==> src/rtl/id_ex_stage_pkg.sv <==
// rtl/id_ex_stage_pkg.sv - shared word width, ALU encodings and helpers for the ID/EX stage
package id_ex_stage_pkg;

    localparam int WORD_W = 8;
    localparam logic [WORD_W-1:0] WORD_ZERO = '0;

    localparam logic [3:0] ALU_AND = 4'b0000;
    localparam logic [3:0] ALU_OR  = 4'b0001;
    localparam logic [3:0] ALU_ADD = 4'b0010;
    localparam logic [3:0] ALU_SUB = 4'b0110;
    localparam logic [3:0] ALU_SLT = 4'b0111;

    typedef struct packed {
        logic reg_write;
        logic mem_read;
        logic mem_write;
    } ex_ctrl_t;

    // A producer is live when it writes and its target is not the hardwired zero register.
    function automatic logic source_live(input logic reg_write,
                                         input logic idx_is_zero,
                                         input logic zero_reg_en);
        return reg_write && !(zero_reg_en && idx_is_zero);
    endfunction

endpackage

==> src/rtl/id_ex_stage_fwd_unit.sv <==
// rtl/id_ex_stage_fwd_unit.sv - per-operand forwarding mux, EX/MEM over MEM/WB over register data
module fwd_unit
    import id_ex_stage_pkg::*;
#(
    parameter int REG_ADDR_W  = 3,
    parameter bit ZERO_REG_EN = 1'b1
) (
    input  logic [REG_ADDR_W-1:0] rs,
    input  logic [WORD_W-1:0]     reg_data,
    input  logic [REG_ADDR_W-1:0] mem_rd,
    input  logic                  mem_reg_write,
    input  logic [WORD_W-1:0]     mem_result,
    input  logic [REG_ADDR_W-1:0] wb_rd,
    input  logic                  wb_reg_write,
    input  logic [WORD_W-1:0]     wb_result,
    output logic [WORD_W-1:0]     fwd_data
);

    logic mem_hit;
    logic wb_hit;

    assign mem_hit = source_live(mem_reg_write, mem_rd == '0, ZERO_REG_EN) && (mem_rd == rs);
    assign wb_hit  = source_live(wb_reg_write, wb_rd == '0, ZERO_REG_EN) && (wb_rd == rs);

    always_comb begin
        fwd_data = reg_data;
        if (mem_hit) begin
            fwd_data = mem_result;
        end else if (wb_hit) begin
            fwd_data = wb_result;
        end
    end

endmodule

==> src/rtl/id_ex_stage.sv <==
// rtl/id_ex_stage.sv - ID/EX pipeline register with operand forwarding and load-use stall
module id_ex_stage
    import id_ex_stage_pkg::*;
#(
    parameter int REG_ADDR_W  = 3,
    parameter bit ZERO_REG_EN = 1'b1
) (
    input  logic                  clk,
    input  logic                  rst,
    input  logic                  id_valid,
    input  logic [3:0]            id_alu_ctrl,
    input  logic [REG_ADDR_W-1:0] id_rs1,
    input  logic [REG_ADDR_W-1:0] id_rs2,
    input  logic [WORD_W-1:0]     id_rs1_data,
    input  logic [WORD_W-1:0]     id_rs2_data,
    input  logic [WORD_W-1:0]     id_imm,
    input  logic                  id_use_imm,
    input  logic [REG_ADDR_W-1:0] id_rd,
    input  logic                  id_reg_write,
    input  logic                  id_mem_read,
    input  logic                  id_mem_write,
    input  logic                  flush,
    input  logic [REG_ADDR_W-1:0] mem_rd,
    input  logic                  mem_reg_write,
    input  logic [WORD_W-1:0]     mem_result,
    input  logic [REG_ADDR_W-1:0] wb_rd,
    input  logic                  wb_reg_write,
    input  logic [WORD_W-1:0]     wb_result,
    output logic                  stall_o,
    output logic                  ex_valid,
    output logic [3:0]            alu_ctrl,
    output logic [WORD_W-1:0]     alu_a,
    output logic [WORD_W-1:0]     alu_b,
    output logic [WORD_W-1:0]     ex_store_data,
    output logic [REG_ADDR_W-1:0] ex_rd,
    output logic                  ex_reg_write,
    output logic                  ex_mem_read,
    output logic                  ex_mem_write
);

    logic [REG_ADDR_W-1:0] ex_rs1;
    logic [REG_ADDR_W-1:0] ex_rs2;
    logic [WORD_W-1:0]     ex_rs1_data;
    logic [WORD_W-1:0]     ex_rs2_data;
    logic [WORD_W-1:0]     ex_imm;
    logic                  ex_use_imm;

    logic                  load_use;
    logic                  rs2_used;
    logic                  wb_live;
    logic [WORD_W-1:0]     cap_rs1_data;
    logic [WORD_W-1:0]     cap_rs2_data;
    ex_ctrl_t              cap_ctrl;
    logic [WORD_W-1:0]     fwd1;
    logic [WORD_W-1:0]     fwd2;

    // A load in EX whose result an ID operand needs cannot be forwarded until it reaches MEM.
    assign rs2_used = !id_use_imm || id_mem_write;
    assign load_use = ex_valid && ex_mem_read
                   && source_live(ex_reg_write, ex_rd == '0, ZERO_REG_EN)
                   && id_valid && !flush
                   && ((ex_rd == id_rs1) || ((ex_rd == id_rs2) && rs2_used));
    assign stall_o  = load_use;

    // The regfile write in WB lands on the same edge as capture, so read data may be stale.
    assign wb_live      = source_live(wb_reg_write, wb_rd == '0, ZERO_REG_EN);
    assign cap_rs1_data = (wb_live && (wb_rd == id_rs1)) ? wb_result : id_rs1_data;
    assign cap_rs2_data = (wb_live && (wb_rd == id_rs2)) ? wb_result : id_rs2_data;

    always_comb begin
        cap_ctrl = '0;
        if (id_valid) begin
            cap_ctrl.reg_write = id_reg_write;
            cap_ctrl.mem_read  = id_mem_read;
            cap_ctrl.mem_write = id_mem_write;
        end
    end

    always_ff @(posedge clk) begin
        if (rst || flush || load_use) begin
            ex_valid     <= 1'b0;
            alu_ctrl     <= 4'b0000;
            ex_rs1       <= '0;
            ex_rs2       <= '0;
            ex_rs1_data  <= WORD_ZERO;
            ex_rs2_data  <= WORD_ZERO;
            ex_imm       <= WORD_ZERO;
            ex_use_imm   <= 1'b0;
            ex_rd        <= '0;
            ex_reg_write <= 1'b0;
            ex_mem_read  <= 1'b0;
            ex_mem_write <= 1'b0;
        end else begin
            ex_valid     <= id_valid;
            alu_ctrl     <= id_alu_ctrl;
            ex_rs1       <= id_rs1;
            ex_rs2       <= id_rs2;
            ex_rs1_data  <= cap_rs1_data;
            ex_rs2_data  <= cap_rs2_data;
            ex_imm       <= id_imm;
            ex_use_imm   <= id_use_imm;
            ex_rd        <= id_rd;
            ex_reg_write <= cap_ctrl.reg_write;
            ex_mem_read  <= cap_ctrl.mem_read;
            ex_mem_write <= cap_ctrl.mem_write;
        end
    end

    fwd_unit #(
        .REG_ADDR_W (REG_ADDR_W),
        .ZERO_REG_EN(ZERO_REG_EN)
    ) u_fwd_rs1 (
        .rs           (ex_rs1),
        .reg_data     (ex_rs1_data),
        .mem_rd       (mem_rd),
        .mem_reg_write(mem_reg_write),
        .mem_result   (mem_result),
        .wb_rd        (wb_rd),
        .wb_reg_write (wb_reg_write),
        .wb_result    (wb_result),
        .fwd_data     (fwd1)
    );

    fwd_unit #(
        .REG_ADDR_W (REG_ADDR_W),
        .ZERO_REG_EN(ZERO_REG_EN)
    ) u_fwd_rs2 (
        .rs           (ex_rs2),
        .reg_data     (ex_rs2_data),
        .mem_rd       (mem_rd),
        .mem_reg_write(mem_reg_write),
        .mem_result   (mem_result),
        .wb_rd        (wb_rd),
        .wb_reg_write (wb_reg_write),
        .wb_result    (wb_result),
        .fwd_data     (fwd2)
    );

    assign alu_a         = ex_valid ? fwd1 : WORD_ZERO;
    assign alu_b         = ex_valid ? (ex_use_imm ? ex_imm : fwd2) : WORD_ZERO;
    assign ex_store_data = ex_valid ? fwd2 : WORD_ZERO;

endmodule
==> config.mk <==
export PLATFORM = sky130hd
export DESIGN_NAME = id_ex_stage
export DESIGN_NICKNAME = d
export VERILOG_FILES = /design/src/rtl/id_ex_stage_pkg.sv /design/src/rtl/id_ex_stage_fwd_unit.sv /design/src/rtl/id_ex_stage.sv
export SDC_FILE = /design/constraint.sdc
export NUM_CORES = 1
export LEC_CHECK = 0
export ABC_CLOCK_PERIOD_IN_PS = 2800
export BUFFER_PORTS_ARGS = -buffer_cell sky130_fd_sc_hd__clkbuf_2
export CORE_ASPECT_RATIO = 0.8
export CORE_MARGIN = 3
export CORE_UTILIZATION = 35
export DETAILED_ROUTE_END_ITERATION = 8
export PLACE_DENSITY_LB_ADDON = 0.05
export SLEW_MARGIN = 20
export SYNTH_ARGS = -nofsm -noshare
export SYNTH_HDL_FRONTEND = slang
export SYNTH_HIERARCHICAL = 1
export SYNTH_SLANG_ARGS = --single-unit
export TNS_END_PERCENT = 5
==> constraint.sdc <==
create_clock -name clk -period 2.8 [get_ports clk]
set_input_delay 0.14 -clock clk [delete_from_list [all_inputs] [get_ports clk]]
set_output_delay 0.14 -clock clk [all_outputs]
set_load 0.005 [all_outputs]
### Yosys cells after proc, flatten, opt, wreduce, memory -nomap -nowiden

Index checks and enable logic that the tools add are counted.

| word-level totals | value |
|---|---|
| input bits | 69 |
| register bits after elaboration | 42 |
| logic and storage cells | 59 |
| output and inout port bits | 36 |

| cells by class | value |
|---|---|
| bitwise operators | 1 |
| muxes and demuxes | 10 |
| reduce and logical (&&, ||, !) cells | 28 |
| equality and inequality tests | 8 |

Operator list:

| cell | count |
|---|---|
| $mux 8 | 10 |
| $eq 3x3->1 | 8 |
| $logic_and 1x1->1 | 15 |
| $logic_not 3->1 | 3 |
| $logic_not 1->1 | 5 |
| $logic_or 1x1->1 | 4 |
| $reduce_or 2->1 | 1 |
| $not 1->1 | 1 |

### Depth between registers and ports, before layout

Gate-level depths: netlist of the first run.

| depth | value |
|---|---|
| word-level depth | 9 |
| gate-level depth with buffers | 7 |

### Modules after synthesis

The synthesis of the first run kept the hierarchy.

Modules (own cells, without submodules):

| module | area an instance (um2) | instances | cells each | sequential area each (um2) |
|---|---|---|---|---|
| id_ex_stage | 1838.0 | 1 | 194 | 840.8 |
| fwd_unit | 426.7 | 2 | 57 | 0.0 |

### Worst setup path before layout of the first run

Ideal clock, no wire load.

| timing | value |
|---|---|
| path kind | reg-to-output |
| from | register ex_rs2[1] |
| to | output port alu_b[0] |
| required time | 2660 ps |
| arrival time | 1768 ps |
| stages on the path, launching flop included | 8 |
| path buffers | 1 |
| path slack | 892 ps |
| path through | dfxtp_1 or4b_4 a211oi_4 buf_6 o21ai_1 a21oi_2 mux2i_1 nor2b_1 |

| between the ends | value |
|---|---|
| cells in the longest elaborated chain, start to end | 6 |

RTL lines:

| element | RTL line | RTL |
|---|---|---|
| start: declaration | id_ex_stage.sv:42 | `logic [REG_ADDR_W-1:0] ex_rs2;` |
| start signal: assignment | id_ex_stage.sv:97 | `ex_rs2 <= id_rs2;` |
| $eq 3x3->1 | id_ex_stage_fwd_unit.sv:23 | `assign wb_hit = source_live(wb_reg_write, wb_rd == '0, ZERO_REG_EN) && (wb_rd == rs);` |
| $logic_and 1x1->1 | id_ex_stage_fwd_unit.sv:23 |  |
| $mux 8 | id_ex_stage_fwd_unit.sv:29 | `end else if (wb_hit) begin` |
| $mux 8 * | id_ex_stage_fwd_unit.sv:27 | `if (mem_hit) begin` |
| net fwd2[0] | id_ex_stage.sv:55 | `logic [WORD_W-1:0] fwd2;` |
| $mux 8 * (2 in series) | id_ex_stage.sv:140 | `assign alu_b = ex_valid ? (ex_use_imm ? ex_imm : fwd2) : WORD_ZERO;` |
| end: declaration | id_ex_stage.sv:33 | `output logic [WORD_W-1:0] alu_b,` |

The timed path passes the listed nets; every way through them passes the cells marked *.

### Worst setup path in the final report of the first run

| timing | value |
|---|---|
| from | register ex_rs2[1] |
| to | output port alu_b[7] |

The elaborated chain is that of the path after synthesis.

==> flow_metrics.tcl, run 1 <==
set metrics [dict create \
    run_status "finished, final reports clean" \
    required_ns 2.66 \
    syn-cell-area_um2 2690 \
    cts.sinks 42 \
    finalClockSkew_ns 0.00597 \
    htreeDepth 2 \
    cp_max_fo 16 \
    routabilityCongestion 0.776 \
    postCtsSetupBuffers 0 \
    seq_area_frac_synth 0.312 \
    final_cell_mix "clkbuf_2, dfxtp_1, nor3b_1, nor3_1, nand3_1" \
    cpPeakStageDelay_ns 0.56 \
    cp-end-kind "output pin" \
    drt-vias-per-instance 5.22 \
    avgSynthCellArea_um2 8.74 \
    power_density_nw_per_um2 416 \
    ys.flop_type "dfxtp_1" \
    synth_edf_count 0 \
    n_antenna_cell 0 \
    finalCriticalPeriod_ns 2.42 \
    core_area_um2 7160 \
    r2r_end "ex_rs1_data[4]" \
    hold_buffers 0 \
    pre_cts_slack_ns 0.722 \
    yosys-top-cells-area "dfxtp_1, o32a_2, nor3b_1" \
    layout.cells.non_filler 509 \
    avgRoutedWirePerCell_um 16.7 \
    placed_cell_area_um2 3280 \
    max_clock_freq_ghz 0.413 \
    yosysWarnings 6 \
    grt_first_pass_wirelength_mm 13.8 \
    rsz0062_at_grt "no" \
    cts-root-buf "clkbuf_8" \
    drtIter0Drc 159 \
    finalSetupTns_ns 0 \
    setup_ws_ns 0.381 \
    hold_viol 0 \
    via_count 2659 \
    start_util 0.376 \
    grt_pass1_vias 2688 \
    die_width_um 104 \
    grt_overflow 0 \
    p_leak_nw 1.30 \
    ant_nets 0 \
    drc 0 \
    setup_violations 0 \
    synth_cell_types 36 \
    clk_pin_slew_ns 0.08 \
    route.final.wire_length_mm 8.51 \
    hold_depth 3 \
    insertion_delay_ns 0.29 \
    worst_pin_slew_ns 0.856 \
    rr_startpoint "ex_rd[1]" \
    grt_usage 0.194 \
    die-height_um 84.4 \
    r2r_cells 5 \
    port_buffers 104 \
    place_inst 501 \
    reg2reg_slack_ns 1.06 \
    period_share 0.864 \
    maxSlewViolCount 0 \
    critical_path_class "reg2out" \
    postLayoutCellArea_um2 3390 \
    dr.pass1.iters 4 \
    ys_seq_elements 42 \
    layout_commonest_cell "clkbuf_2" \
    area_growth_pct 26.1 \
    synth_top_area_cell "dfxtp_1" \
    setup.worst_path.start_class "flip-flop" \
    async_reset_ff_frac 0 \
    io_pins 105 \
    final_net_count 476 \
    crit_chain "or4b_4, a211oi_4, buf_4, o21ai_2, a21oi_2, mux2i_1, nor2b_1, clkbuf_2" \
    synthCells 308 \
    ir_drop_mv 0.218 \
    cts_tree "done" \
    antenna_found_initial 0 \
    whs_ns 0.0456 \
    max_cap_violations 0 \
    dp_hpwl_mm 6.30 \
    synth_top_area_share 0.312 \
    drive_above_1_share 0.409 \
    syn-num-nets 377 \
    relSlewSlack 0.429 \
    ctsResizeCount 0 \
    hold_path_class "in2reg" \
    row_count 27 \
    crit_arrival_ns 2.28 \
    startpoint "ex_rs2[1]" \
    holdPathEnd "ex_reg_write" \
    die-area_um2 8780 \
    hp-start "id_reg_write" \
    grt_start_max_net_pins 43 \
    numCtsBuffers 5 \
    cp_slowest_cell "or4b_4" \
    cts_buffer_depth 2 \
]
-- per-stage QoR --
step,power (mW),utilization
detailed placement,0.937,0.458
finish,1.41,0.474
CTS,1.43,0.474
floorplan,0.814,-
global placement,0.934,0.458
global route,1.48,0.474
-- synth_stat cells, types with 3 or more instances --
cell / instances
xor2_1: 6
nand3_1: 19
o21ai_0: 16
dfxtp_1: 42
nand2_1: 7
o21ai_1: 16
o32a_2: 16
xnor2_1: 12
and2_1: 16
mux2i_1: 8
nor2b_1: 8
nor3b_1: 22
nor3_1: 21
a211oi_1: 16
buf_6: 6
inv_1: 17
a21oi_2: 16
o2111ai_1: 3
clkbuf_1: 13
-- cells by family (layout without fill, tap and decap cells) --
logic type	Yosys count	count (layout)	share of synthesized area
and+or+nand+nor	108	108	0.251
AOI/OAI and AO/OA	93	93	0.276
DFF	42	42	0.312
buffers and inverters	39	139	0.0721
xor gates and xnor gates	18	18	0.0586
muxes	8	8	0.0298
-- metal layers --
metal  track usage  wire [µm]  part of all wire
met4        0.0362         48            0.0056
met2         0.314       3840              0.45
met5             0          0                 0
met1         0.265       3990              0.47
met3        0.0477        640             0.075
-- worst max-delay path by stage --
stage	slack (ns)	cells after the start	endpoint
after floorplan	0.89	7	alu_b[0]
after global placement	0.73	8	alu_b[2]
after detailed placement	0.72	8	alu_b[6]
after CTS	0.37	8	alu_b[7]
after global routing	0.24	8	alu_b[1]
final	0.38	8	alu_b[7]
-- cell type report --
class / instances / area [µm²]
clock buffers: 6 / 72.6
clock inverters: 2 / 37.5
multi-input cells: 227 / 1660
well taps: 101 / 126
repair buffers: 114 / 596
fillers: 763 / 3770
flip-flops and latches: 42 / 841
inverters: 17 / 63.8
-- state kept, by name, summed over array words and instances (netlist names), 3 cells and up --
name	cells
ex_rs2	3
ex_rs2_data	8
ex_rd	3
ex_imm	8
ex_rs1	3
alu_ctrl	4
ex_rs1_data	8
-- report_power, final --
group,internal [mW],switching (mW)
Clock,0.266,0.223
Combinational,0.133,0.152
Sequential,0.622,0.0142
Total,1.02,0.390
-- critical path, delay by kind of cell (launching register included) --
family / cells / cell delay [ns]
buffers and inverters: 2 / 0.38
muxes: 1 / 0.09
and+or+nand+nor: 2 / 0.72
AOI/OAI and AO/OA: 3 / 0.44
DFF: 1 / 0.36
Power figures use the tool's default switching activity.
==> inputs of run 2 (changes only) <==
--- a/config.mk
+++ b/config.mk
@@ -12,6 +12,7 @@
 export CORE_UTILIZATION = 35
 export DETAILED_ROUTE_END_ITERATION = 8
 export PLACE_DENSITY_LB_ADDON = 0.05
+export RECOVER_POWER = 50
 export SLEW_MARGIN = 20
 export SYNTH_ARGS = -nofsm -noshare
 export SYNTH_HDL_FRONTEND = slang
==> run 2 against run 1 <==
Effect of this change: non-clock buffer count is the same; final area down 0.74%; power rose by 0.13%; critical path type unchanged; critical endpoint is now stall_o.
==> flow_metrics.tcl, run 2 (same netlist as run 1, synthesis figures left out) <==
set metrics [dict create \
    crit_top_cell "clkbuf_2" \
    start_util 0.376 \
    avgRoutedWirePerCell_um 16.8 \
    run_status "finished, final reports clean" \
    max_clock_freq_ghz 0.403 \
    postCtsSetupBuffers 0 \
    final_cell_mix "clkbuf_2, dfxtp_1, nor3b_1, nor3_1, nand3_1" \
    setup_ws_ns 0.319 \
    die-area_um2 8780 \
    finalClockSkew_ns 0.00825 \
    final_util 0.470 \
    grt_usage 0.194 \
    critical_path_class "reg2out" \
    startpoint "ex_rd[1]" \
    r2r_end "ex_rs1_data[4]" \
    port_buffers 104 \
    ant_nets 0 \
    io_pins 105 \
    switching_share 0.278 \
    cts.sinks 42 \
    via_count 2656 \
    p_clk_frac 0.349 \
    final_net_count 476 \
    grt_overflow 0 \
    numCtsBuffers 5 \
    core_area_um2 7160 \
    pre_cts_slack_ns 0.722 \
    ir_drop_mv 0.218 \
    hold_buffers 0 \
    top_regs "ex_imm (8), ex_rs1_data (8), ex_rs2_data (8)" \
    place_inst 501 \
    die_width_um 104 \
    setup_violations 0 \
    relSlewSlack 0.394 \
    r2r_cells 5 \
    rsz0062_at_grt "no" \
    area_growth_pct 25.2 \
    drive_above_1_share 0.390 \
    antenna_found_initial 0 \
    reg2reg_slack_ns 0.70 \
    layout_commonest_cell "clkbuf_2" \
    internal_power_mw 1.02 \
    crit_chain "nor3_1, or3_1, a21oi_1, clkbuf_2, clkbuf_2" \
    grt_start_max_net_pins 43 \
    dp_hpwl_mm 6.30 \
    comb_power_share 0.201 \
    cp-endpoint "stall_o" \
    dr.pass1.iters 4 \
    ctsResizeCount 0 \
    insertion_delay_ns 0.30 \
    die-height_um 84.4 \
    grt_pass1_vias 2688 \
    worst_pin_slew_ns 0.908 \
    clk_pin_slew_ns 0.09 \
    setup.worst_path.start_class "flip-flop" \
    grt_first_pass_wirelength_mm 13.8 \
    cts_buffer_depth 2 \
    n_antenna_cell 0 \
    finalPower_mw 1.41 \
    crit_arrival_ns 2.34 \
    p_leak_nw 1.27 \
    power_density_nw_per_um2 419 \
    cts_tree "done" \
    cp_max_fo 41 \
    finalSetupTns_ns 0 \
    routabilityCongestion 0.776 \
    p_seq_frac 0.450 \
    drtIter0Drc 185 \
    rr_startpoint "ex_rd[1]" \
    cp-end-kind "output pin" \
    drc 0 \
    route.final.wire_length_mm 8.53 \
    postLayoutCellArea_um2 3370 \
    cp_slowest_cell "clkbuf_2" \
    hold_path_class "in2reg" \
    finalCriticalPeriod_ns 2.48 \
    cpPeakStageDelay_ns 0.75 \
    hold_viol 0 \
    drt-vias-per-instance 5.22 \
    p_sw_uw 393 \
    required_ns 2.66 \
    row_count 27 \
    max_cap_violations 0 \
    htreeDepth 2 \
    maxSlewViolCount 0 \
    cts-root-buf "clkbuf_8" \
    whs_ns 0.0438 \
    placed_cell_area_um2 3280 \
    layout.cells.non_filler 509 \
    period_share 0.886 \
]
-- run 2: changes by cell type in the layout (fill, tap and decap cells not counted) --
cell,change
buf_4,-2
clkbuf_2,-5
a21oi_4,-1
a21oi_1,+1
clkbuf_1,+7
-- run 2: how the worst min path moves through the flow --
stage	startpoint	end	depth (start not counted)
6_report	id_reg_write	ex_reg_write	3
5_1_grt	id_mem_read	ex_mem_read	3
4_1_cts	id_reg_write	ex_reg_write	3
3_5_place_dp	id_reg_write	ex_reg_write	3
3_3_place_gp	id_reg_write	ex_reg_write	3
2_1_floorplan	id_valid	ex_mem_read	2
-- run 2: final cells by class --
cell class | instances | area [µm²]
Sequential cell | 42 | 841
Clock buffer | 6 | 72.6
Clock inverter | 2 | 37.5
Timing Repair Buffer | 114 | 582
Inverter | 17 | 63.8
Multi-Input combinational cell | 227 | 1650
Fill cell | 765 | 3790
Tap cell | 101 | 126
-- run 2: power groups by stage --
stage	logic, mW	registers, mW	clock network (mW)
CTS	0.288	0.636	0.506
global route	0.313	0.639	0.529
detailed placement	0.287	0.650	0
global placement	0.285	0.650	0
finish	0.284	0.636	0.493
floorplan	0.168	0.646	0
-- run 2: layer usage --
layer  global-route usage  part of all wire  vias to the layer above
met2                0.314              0.45                       85
met3               0.0477             0.072                        5
met5                    0                 0                        -
met1                0.265              0.47                     1238
li1                     -                 -                     1328
met4               0.0362            0.0062                        0
-- run 2: critical path: cells and delay by family (launching register included) --
kind                   cells  cell delay [ns]
DFF                        1             0.44
and+or+nand+nor            2             0.37
AOI/OAI and AO/OA          1             0.22
buffers and inverters      2             0.99
